$ cat src/rtl/td4_pkg.sv
// Shared TD4 definitions: program-word widths, program memory depth and the
// run-controller state encoding.
//   opcode_t / imm_t / addr_t : 4-bit opcode, immediate and memory address
//   run_state_t               : IDLE=0, LOAD=1, HALT=2, RUN=3
//   is_last_addr()            : true for the highest program-memory address
package td4_pkg;

    localparam int OPC_W     = 4;
    localparam int IMM_W     = 4;
    localparam int ADDR_W    = 4;
    localparam int MEM_DEPTH = 16;

    typedef logic [OPC_W-1:0]  opcode_t;
    typedef logic [IMM_W-1:0]  imm_t;
    typedef logic [ADDR_W-1:0] addr_t;

    typedef enum logic [1:0] {
        ST_IDLE = 2'd0,
        ST_LOAD = 2'd1,
        ST_HALT = 2'd2,
        ST_RUN  = 2'd3
    } run_state_t;

    function automatic logic is_last_addr(input addr_t a);
        return a == ADDR_W'(MEM_DEPTH - 1);
    endfunction

endpackage

$ cat src/rtl/td4_run_ctrl_if.sv
// Program-load bus of the TD4 run controller.
// Handshake: a word transfers in every cycle where load_valid && load_ready
// are both high at the rising clk edge; the host keeps load_opcode/load_imm
// stable while load_valid is high, and load_ready never depends on load_valid.
//   load_valid/load_opcode/load_imm : host -> controller, one program word
//   load_ready                      : controller accepts a word this cycle
//   mem_we/mem_addr/mem_opcode/mem_imm : controller -> program memory write
// Modports: master = host/memory side, slave = run controller.
interface td4_run_ctrl_if;
    import td4_pkg::*;

    logic    load_valid;
    opcode_t load_opcode;
    imm_t    load_imm;
    logic    load_ready;
    logic    mem_we;
    addr_t   mem_addr;
    opcode_t mem_opcode;
    imm_t    mem_imm;

    modport master (
        output load_valid, load_opcode, load_imm,
        input  load_ready, mem_we, mem_addr, mem_opcode, mem_imm
    );

    modport slave (
        input  load_valid, load_opcode, load_imm,
        output load_ready, mem_we, mem_addr, mem_opcode, mem_imm
    );

endinterface

$ cat src/rtl/td4_step_div.sv
// Clock divider producing the CPU step pulse in RUN.
//   clk, rst : clock, asynchronous active-high reset
//   clear    : synchronous clear of the count (wins over enable)
//   enable   : count this cycle
//   pulse    : high while enabled and the count sits at DIV-1
// The count wraps to 0 on the pulse cycle, so pulses are DIV cycles apart.
module td4_step_div #(
    parameter int DIV = 4
) (
    input  logic clk,
    input  logic rst,
    input  logic clear,
    input  logic enable,
    output logic pulse
);

    localparam int            CW   = $clog2(DIV);
    localparam logic [CW-1:0] LAST = CW'(DIV - 1);

    logic [CW-1:0] cnt;

    assign pulse = enable && (cnt == LAST);

    always_ff @(posedge clk or posedge rst) begin
        if (rst) begin
            cnt <= '0;
        end else if (clear) begin
            cnt <= '0;
        end else if (enable) begin
            cnt <= pulse ? '0 : cnt + CW'(1);
        end
    end

endmodule

$ cat src/rtl/td4_run_ctrl.sv
// TD4 run controller: loads 16 program words into program memory, then runs
// the CPU with a clock-enable pulse every DIV clk cycles.
//   clk, rst        : clock, asynchronous active-high reset
//   start_load, run, halt, step : single-cycle commands,
//                     priority start_load > halt > run > step
//   bus (slave)     : load handshake in, program-memory write port out
//   cpu_en          : one-cycle CPU clock enable
//   cpu_rst         : holds the CPU in reset (IDLE and LOAD)
//   state           : current FSM state (IDLE=0, LOAD=1, HALT=2, RUN=3)
//   step_count      : number of cpu_en pulses since the last load (wraps)
//   load_done       : all 16 words have been written
// Optional feature: macro TD4_RUN_CTRL_STEP_EN enables single-step in HALT.
module td4_run_ctrl
    import td4_pkg::*;
#(
    parameter int DIV = 4
) (
    input  logic                 clk,
    input  logic                 rst,
    input  logic                 start_load,
    input  logic                 run,
    input  logic                 halt,
    input  logic                 step,
    td4_run_ctrl_if.slave        bus,
    output logic                 cpu_en,
    output logic                 cpu_rst,
    output logic [1:0]           state,
    output logic [7:0]           step_count,
    output logic                 load_done
);

    run_state_t st, st_next;
    addr_t      addr;
    logic       hs;
    logic       div_pulse;
    logic       run_pulse;
    logic       mem_we_q;
    addr_t      mem_addr_q;
    opcode_t    mem_opcode_q;
    imm_t       mem_imm_q;

    // A coincident start_load restarts the load, so the word on the bus in
    // that cycle is refused rather than written to the abandoned address.
    assign bus.load_ready = (st == ST_LOAD) && !start_load;
    assign hs             = bus.load_valid && bus.load_ready;

    assign bus.mem_we     = mem_we_q;
    assign bus.mem_addr   = mem_addr_q;
    assign bus.mem_opcode = mem_opcode_q;
    assign bus.mem_imm    = mem_imm_q;

    assign cpu_rst = (st == ST_IDLE) || (st == ST_LOAD);
    assign state   = st;

    always_comb begin
        st_next = st;
        if (start_load) begin
            st_next = ST_LOAD;
        end else begin
            case (st)
                ST_IDLE: st_next = ST_IDLE;
                ST_LOAD: if (hs && is_last_addr(addr)) st_next = ST_HALT;
                ST_HALT: if (!halt && run && load_done) st_next = ST_RUN;
                ST_RUN:  if (halt) st_next = ST_HALT;
                default: st_next = ST_IDLE;
            endcase
        end
    end

    // The divider only counts while staying in RUN; leaving RUN clears it so
    // the next RUN entry starts a full DIV period.
    td4_step_div #(.DIV(DIV)) u_div (
        .clk    (clk),
        .rst    (rst),
        .clear  (st_next != ST_RUN),
        .enable (st == ST_RUN),
        .pulse  (div_pulse)
    );

    // A pulse due in the cycle the FSM leaves RUN is dropped.
    assign run_pulse = div_pulse && (st_next == ST_RUN);

`ifdef TD4_RUN_CTRL_STEP_EN
    logic step_pend;
    logic step_take;

    // Step has the lowest priority: any other command in the cycle wins.
    assign step_take = (st == ST_HALT) && load_done && step
                       && !start_load && !halt && !run;
    assign cpu_en    = run_pulse || (step_pend && (st == ST_HALT));

    always_ff @(posedge clk or posedge rst) begin
        if (rst) begin
            step_pend <= 1'b0;
        end else begin
            step_pend <= step_take;
        end
    end
`else
    logic unused_step;
    assign unused_step = step;
    assign cpu_en      = run_pulse;
`endif

    always_ff @(posedge clk or posedge rst) begin
        if (rst) begin
            st           <= ST_IDLE;
            addr         <= '0;
            load_done    <= 1'b0;
            step_count   <= 8'd0;
            mem_we_q     <= 1'b0;
            mem_addr_q   <= '0;
            mem_opcode_q <= '0;
            mem_imm_q    <= '0;
        end else begin
            st       <= st_next;
            mem_we_q <= hs;
            if (hs) begin
                mem_addr_q   <= addr;
                mem_opcode_q <= bus.load_opcode;
                mem_imm_q    <= bus.load_imm;
                addr         <= addr + ADDR_W'(1);
                if (is_last_addr(addr)) begin
                    load_done <= 1'b1;
                end
            end
            if (start_load) begin
                addr       <= '0;
                load_done  <= 1'b0;
                step_count <= 8'd0;
            end else if (cpu_en) begin
                step_count <= step_count + 8'd1;
            end
        end
    end

endmodule

$ cat src/flat_wrapper.sv
// flat-port wrapper written by rule: the top's interface ports become plain ports
module td4_run_ctrl_flat import td4_pkg::*;
#(
    parameter int DIV = 4
)
  (clk, rst, start_load, run, halt, step, cpu_en, cpu_rst, state, step_count, load_done, bus_load_valid, bus_load_opcode, bus_load_imm, bus_load_ready, bus_mem_we, bus_mem_addr, bus_mem_opcode, bus_mem_imm);
  td4_run_ctrl_if bus_i ();
  input  logic clk;
  input  logic rst;
  input  logic start_load;
  input  logic run;
  input  logic halt;
  input  logic step;
  output logic cpu_en;
  output logic cpu_rst;
  output logic [1:0] state;
  output logic [7:0] step_count;
  output logic load_done;
  input wire logic [$bits(bus_i.load_valid)-1:0] bus_load_valid;
  input wire logic [$bits(bus_i.load_opcode)-1:0] bus_load_opcode;
  input wire logic [$bits(bus_i.load_imm)-1:0] bus_load_imm;
  output wire logic [$bits(bus_i.load_ready)-1:0] bus_load_ready;
  output wire logic [$bits(bus_i.mem_we)-1:0] bus_mem_we;
  output wire logic [$bits(bus_i.mem_addr)-1:0] bus_mem_addr;
  output wire logic [$bits(bus_i.mem_opcode)-1:0] bus_mem_opcode;
  output wire logic [$bits(bus_i.mem_imm)-1:0] bus_mem_imm;
  assign bus_i.load_valid = bus_load_valid;
  assign bus_i.load_opcode = bus_load_opcode;
  assign bus_i.load_imm = bus_load_imm;
  assign bus_load_ready = bus_i.load_ready;
  assign bus_mem_we = bus_i.mem_we;
  assign bus_mem_addr = bus_i.mem_addr;
  assign bus_mem_opcode = bus_i.mem_opcode;
  assign bus_mem_imm = bus_i.mem_imm;
  td4_run_ctrl #(.DIV(DIV)) u_core (.clk(clk), .rst(rst), .start_load(start_load), .run(run), .halt(halt), .step(step), .bus(bus_i), .cpu_en(cpu_en), .cpu_rst(cpu_rst), .state(state), .step_count(step_count), .load_done(load_done));
endmodule
$ cat config.mk
export PLATFORM = sky130hd
export DESIGN_NAME = td4_run_ctrl_flat
export DESIGN_NICKNAME = d
export VERILOG_FILES = /design/src/rtl/td4_pkg.sv /design/src/rtl/td4_run_ctrl_if.sv /design/src/rtl/td4_step_div.sv /design/src/rtl/td4_run_ctrl.sv /design/src/flat_wrapper.sv
export SDC_FILE = /design/constraint.sdc
export NUM_CORES = 1
export LEC_CHECK = 0
export BUFFER_PORTS_ARGS = -buffer_cell sky130_fd_sc_hd__buf_4
export CORE_MARGIN = 5
export CORE_UTILIZATION = 50
export DETAILED_ROUTE_END_ITERATION = 12
export PLACE_DENSITY = 0.79
export SYNTH_ARGS = -nofsm -noshare
export SYNTH_HDL_FRONTEND = slang
export SYNTH_HIERARCHICAL = 1
export SYNTH_SLANG_ARGS = --single-unit
$ cat constraint.sdc
create_clock -name clk -period 2.6 [get_ports clk]
set_input_delay 0 -clock clk [delete_from_list [all_inputs] [get_ports clk]]
set_output_delay 0 -clock clk [all_outputs]
set_load 0.01 [all_outputs]
==> results.toml, run 1 <==
[finish]
final_layout_size_suffix_gt1_share_pct = 36.9
final_util_pct = 73.8
n_antenna_cell = 0
area.sequential_um2 = 751
n_fill_cell = 178
finalNetCount = 185
multi_input_area_um2 = 554
area_growth_pct = 38.6

[route]
wl_per_cell_um = 15.0
viasPerCell = 5.43
drc = 0
ant_nets = 0
drt-total-wl_um = 2980
firstDrtPassIters = 4
dr_total_vias = 1076
drtIter0Drc = 49

[clock_tree]
root_buffer = "clkbuf_4"
cts_max_path_buffers = 2
clkTransAtPathRegs_ns = 0.10
cts_tree = "built"
insertion_delay_ns = 0.32
numCtsBuffers = 5
cts_resized = 0
cts_num_sinks = 30
cts.htree.levels = 2

[synthesis]
synth-main-ff-cell = "dfrtp_1"
syn_inst = 115
syn_nets = 133
syn-cell-area_mm2 = 0.00136
synth-seq-cells = 30
synth_cell_types = 35
ys_warn_count = 6
ys_seq_area_share_pct = 55.4
async_flop_share_pct = 100
synth_edf_count = 0
syn_area_per_cell_um2 = 11.8

[timing]
finalHoldViolCount = 0
worst_pin_slew_ns = 1.06
maxSlewViolCount = 0
min_period_over_period_pct = 82.8
maxSlewHeadroom_pct = 29.4
tns_ns = 0
finalCriticalPeriod_ns = 2.15
setup_viol = 0
skew_ns = 0.00634
fmaxAchievable_mhz = 465
rsz0062_at_grt = "no"

[power]
cell_internal_pwr_mw = 0.901
comb_power_share_pct = 12.2
peakVddDrop_v = 0.000616
p_sw_mw = 0.236
p_clk_share_pct = 42.9
power_density_mw_per_mm2 = 605
power_frac_seq_pct = 44.9
p_leak_nw = 0.897
switching_share_pct = 20.8

[floorplan]
core-area_mm2 = 0.00254
rows = 18
ioPinCount = 42
dieArea_mm2 = 0.00385
die_w_um = 62.1
die-height_um = 62.1
start_util_pct = 53.3

[global_routing]
antenna_found_initial = 0
track_usage_pct = 17.8
grt_pass1_wl_um = 4900
grt_max_degree = 29
grt_overflow = 0
first_global_vias = 1053

[worst_setup_path]
r2r_slack_ns = 0.45
worst_setup_path_start_kind = "register"
critical-path-slowest-cell = "or4_1"
path_delay_family = "simple AND/OR/NAND/NOR gates"
regToRegStartpoint = "u_core/state[1]"
cp_cell_sequence = "inv_1 -> nor2_1 -> and2_1 -> nand3b_1 -> or2_1 -> or4_1 -> a21oi_1"
path_buf_inv = 1
r2r-end = "u_core/step_count[7]"
cp-end-kind = "register"
crit_path_max_incr_delay_ns = 0.54
crit_arrival_ns = 2.41
worstPathRequired_ns = 2.86
reg2regPathDepth = 7
path_max_fanout = 7
crit_type = "register to register"

[outcome]
status = "complete, no violations"

[placement]
port_buffers = 40
place_congestion = 0.786
place_hpwl_um = 2040

[worst_hold_path]
hp-class = "primary input to asynchronous set/reset pin"

[run]
maxCapViolCount = 0
## cell usage after synthesis (3+ instances only)
library cell  instances  area (um^2)
xor2_1                3         26.3
inv_1                 4         15.0
a21oi_1               3         15.0
mux2i_1               3         30.0
nand2_1               4         15.0
nor2_1               13         48.8
xnor2_1               4         35.0
mux2_2               12          135
ha_1                  3         37.5
or4_1                 3         22.5
dfrtp_1              30          751
o31ai_1               3         22.5
## tightest hold or removal path, cell delays in order
cell and delay, ns:
dlygate4sd3_1 0.54, buf_4 0.14, inv_1 0.08
## per-layer routing
layer	vias up	track usage (%)	share of wire [%]
met5	-	0	0
met4	0	6.97	1.3
met3	4	6.61	5.3
met2	27	29.6	53
met1	534	20.9	41
li1	511	-	-
## worst max path at each step
stage               startpoint  cells after the start              endpoint
6_report       u_core/state[1]                      7  u_core/step_count[7]
5_1_grt        u_core/state[1]                      7  u_core/step_count[5]
3_3_place_gp   u_core/state[1]                      7  u_core/step_count[7]
4_1_cts        u_core/state[1]                      7  u_core/step_count[7]
2_1_floorplan  u_core/state[1]                      8  u_core/step_count[5]
3_5_place_dp   u_core/state[1]                      7  u_core/step_count[7]
## repair_timing
action	CTS	global route
hold endpoints to repair	55	0
hold buffers	11	0
buffers inserted	0	0
## cells by family (layout without fill, tap and decap cells)
group | count (synthesis) | after routing | synth area share (%)
mux | 15 | 15 | 12.2
compound gates | 12 | 12 | 5.90
xor+xnor | 7 | 7 | 4.52
buf+inv | 10 | 63 | 3.78
flops | 30 | 30 | 55.4
fa+ha+maj | 3 | 3 | 2.77
simple gates | 38 | 38 | 15.5
## metrics by stage
step / std cells / power [mW] / setup slack, ns / hold slack (ns) / instance area [um^2]
final: 198 / 1.14 / 0.448 / 0.0988 / 1880
after global routing: 198 / 1.20 / 0.272 / 0.0748 / 1880
after CTS: 198 / 1.15 / 0.457 / 0.0785 / 1880
after detailed placement: 179 / 0.647 / 0.497 / -0.125 / 1660
after global placement: 179 / 0.644 / 0.560 / -0.135 / 1660
after floorplan: 115 / 0.581 / 0.544 / -0.259 / 1360
## area by class of cell
class,instances,share of cell area (%)
Clock inverter,2,3.20
Sequential cell,30,39.9
Clock buffer,6,2.73
Inverter,4,0.799
Tap cell,30,2.00
Timing Repair Buffer,51,21.8
Multi-Input combinational cell,75,29.5
## registers in the layout, summed over array words and instances (netlist names)
signal                 cells
u_core/step_count          8
u_core/addr                4
u_core/bus.mem_addr        4
u_core/bus.mem_imm         4
u_core/bus.mem_opcode      4
u_core/state               2
u_core/u_div/cnt           2
u_core/bus.mem_we          1
u_core/load_done           1
## power by group through the flow
stage	clock network, mW	registers [mW]	logic (mW)
floorplan	0	0.531	0.0500
detailed placement	0	0.520	0.127
finish	0.488	0.510	0.139
global route	0.530	0.515	0.151
CTS	0.497	0.511	0.141
global placement	0	0.519	0.125
## layout by cell type, fill, tap and decap left out, drive strengths merged, types with 2 or more instances in the layout
cell         count
a21oi            5
and2             2
buf             40
bufinv           2
clkbuf           6
dfrtp           30
dlygate4sd3     11
ha               3
inv              4
mux2            12
mux2i            3
nand2            4
nand4            2
nor2            13
nor3             2
o21ai            2
o31ai            3
or4              3
xnor2            4
xor2             3
(Power assumes the default switching activity.)
==> run 2: changes to the inputs <==
==> constraint.sdc (replaced) <==
create_clock -name clk -period 2.2 [get_ports clk]
set_input_delay 0 -clock clk [delete_from_list [all_inputs] [get_ports clk]]
set_output_delay 0 -clock clk [all_outputs]
set_load 0.01 [all_outputs]
==> run 2 against run 1 <==
  * Sequential power up 19%
  * Register-to-register slack worse by 0.19 ns
  * Via count up 0.84%
  * Sequential share of layout area up 0.73 points
  * Critical endpoint is now u_core/step_count[5]
  * Clock skew down 0.00055 ns
  * Power down 5.3%
  * Setup slack worse by 0.19 ns
  * Final area down 1.8%
  * Combinational power up 22%
==> results.toml, run 2 (synthesized netlist as in run 1, its figures left out) <==
[outcome]
status = "complete, no violations"

[floorplan]
ioPinCount = 42
rows = 18
dieArea_mm2 = 0.00385
start_util_pct = 53.3
core-area_mm2 = 0.00254
die-height_um = 62.1
die_w_um = 62.1

[timing]
maxSlewHeadroom_pct = 58.7
finalCriticalPeriod_ns = 1.94
rsz0062_at_grt = "no"
setup_viol = 0
worst_pin_slew_ns = 0.619
finalHoldViolCount = 0
skew_ns = 0.00579
fmaxAchievable_mhz = 516
maxSlewViolCount = 0
fin_ws_ns = 0.262
tns_ns = 0
min_period_over_period_pct = 88.1

[route]
drc = 0
dr_total_vias = 1085
wl_per_cell_um = 15.4
firstDrtPassIters = 4
ant_nets = 0
drtIter0Drc = 47
viasPerCell = 5.40
drt-total-wl_um = 3090

[placement]
post-place-ws_ns = 0.280
placed_cell_area_mm2 = 0.00169
place_congestion = 0.758
place_hpwl_um = 2020
port_buffers = 40

[worst_setup_path]
regToRegStartpoint = "u_core/state[0]"
critical-path-slowest-cell = "or4_1"
r2r_slack_ns = 0.26
crit_type = "register to register"
cp_cell_sequence = "inv_1 -> nor2_1 -> and2_1 -> nand3b_1 -> or2_1 -> or4_1 -> a21oi_1"
path_max_fanout = 7
reg2regPathDepth = 7
worstPathRequired_ns = 2.47
cp-end-kind = "register"
crit_arrival_ns = 2.21
worst_setup_path_start_kind = "register"
r2r-end = "u_core/step_count[5]"
path_buf_inv = 1
crit_path_max_incr_delay_ns = 0.53
path_delay_family = "simple AND/OR/NAND/NOR gates"

[finish]
layout_commonest_cell = "buf_4"
final_layout_size_suffix_gt1_share_pct = 38.0
n_fill_cell = 180
n_antenna_cell = 0
multi_input_area_um2 = 554
area_growth_pct = 36.1
final_util_pct = 72.5
finalNetCount = 189
final_cell_mix = "buf_4, dfrtp_1, nor2_1"
area.sequential_um2 = 751
design_area_mm2 = 0.00185
top_register = "u_core/step_count"
largest_reg_flops = 8

[worst_hold_path]
hold_end = "u_core/state[0]"
min-delay-start = "bus_load_valid"
hold_path_depth = 4
hp-class = "primary input to register"

[clock_tree]
cts_num_sinks = 30
cts.htree.levels = 2
numCtsBuffers = 5
insertion_delay_ns = 0.34
cts_max_path_buffers = 2
root_buffer = "clkbuf_4"
cts_tree = "built"
clkTransAtPathRegs_ns = 0.09

[power]
power_density_mw_per_mm2 = 584
p_leak_nw = 0.890
peakVddDrop_v = 0.000553
total_power_mw = 1.08

[global_routing]
antenna_found_initial = 0
grt_overflow = 0
grt_pass1_wl_um = 4820
track_usage_pct = 18.2
grt_max_degree = 29
first_global_vias = 1018

[run]
maxCapViolCount = 0
==> run 2: metrics by stage <==
step	hold slack (ns)	cells
3_3_place_gp	-0.132	183
2_1_floorplan	-0.259	115
3_5_place_dp	-0.128	183
6_report	0.0729	201
5_1_grt	0.0621	201
4_1_cts	0.0677	201
==> run 2: worst max-delay path by stage <==
stage	from	endpoint	cells past startpoint
final	u_core/state[0]	u_core/step_count[5]	7
after global routing	u_core/state[0]	u_core/step_count[5]	7
after CTS	u_core/state[0]	u_core/step_count[5]	7
after detailed placement	u_core/state[0]	u_core/step_count[7]	7
after global placement	u_core/state[0]	u_core/step_count[7]	7
after floorplan	u_core/state[1]	u_core/step_count[5]	8
==> run 2: layer usage <==
| layer | global-route usage, % | share of wire [%] | vias to the layer above |
|---|---|---|---|
| met1 | 20.7 | 39 | 539 |
| met5 | 0 | 0 | - |
| met3 | 6.82 | 5.7 | 4 |
| li1 | - | - | 513 |
| met2 | 30.3 | 54 | 29 |
| met4 | 8.18 | 1.5 | 0 |
==> run 2: tightest hold or removal path, stage by stage <==
cell and delay (ns):
buf_4 0.12, nand4_1 0.10, a31oi_1 0.08, o31ai_1 0.07
==> run 2: repair_timing <==
item | CTS | global route
buffers inserted | 0 | 0
gates resized for setup | 0 | 0
hold buffers | 11 | 0
setup endpoints to repair | 0 | 0
endpoints found under the hold margin | 55 | 0
==> run 2: cell type report <==
| cell class | count | area share (%) |
|---|---|---|
| clock buffers | 5 | 2.03 |
| clock inverters | 2 | 0.542 |
| inverters | 4 | 0.814 |
| multi-input cells | 75 | 30.0 |
| flip-flops and latches | 30 | 40.7 |
| well taps | 30 | 2.03 |
| repair buffers | 55 | 23.9 |
==> run 2: power by group <==
| group | total [mW] | switching (mW) | leakage [nW] | internal, mW |
|---|---|---|---|---|
| combinational | 0.169 | 0.0713 | 0.467 | 0.0979 |
| sequential | 0.605 | 0.0206 | 0.392 | 0.585 |
| clock | 0.303 | 0.188 | 0.0308 | 0.114 |
| total | 1.08 | 0.280 | 0.890 | 0.797 |
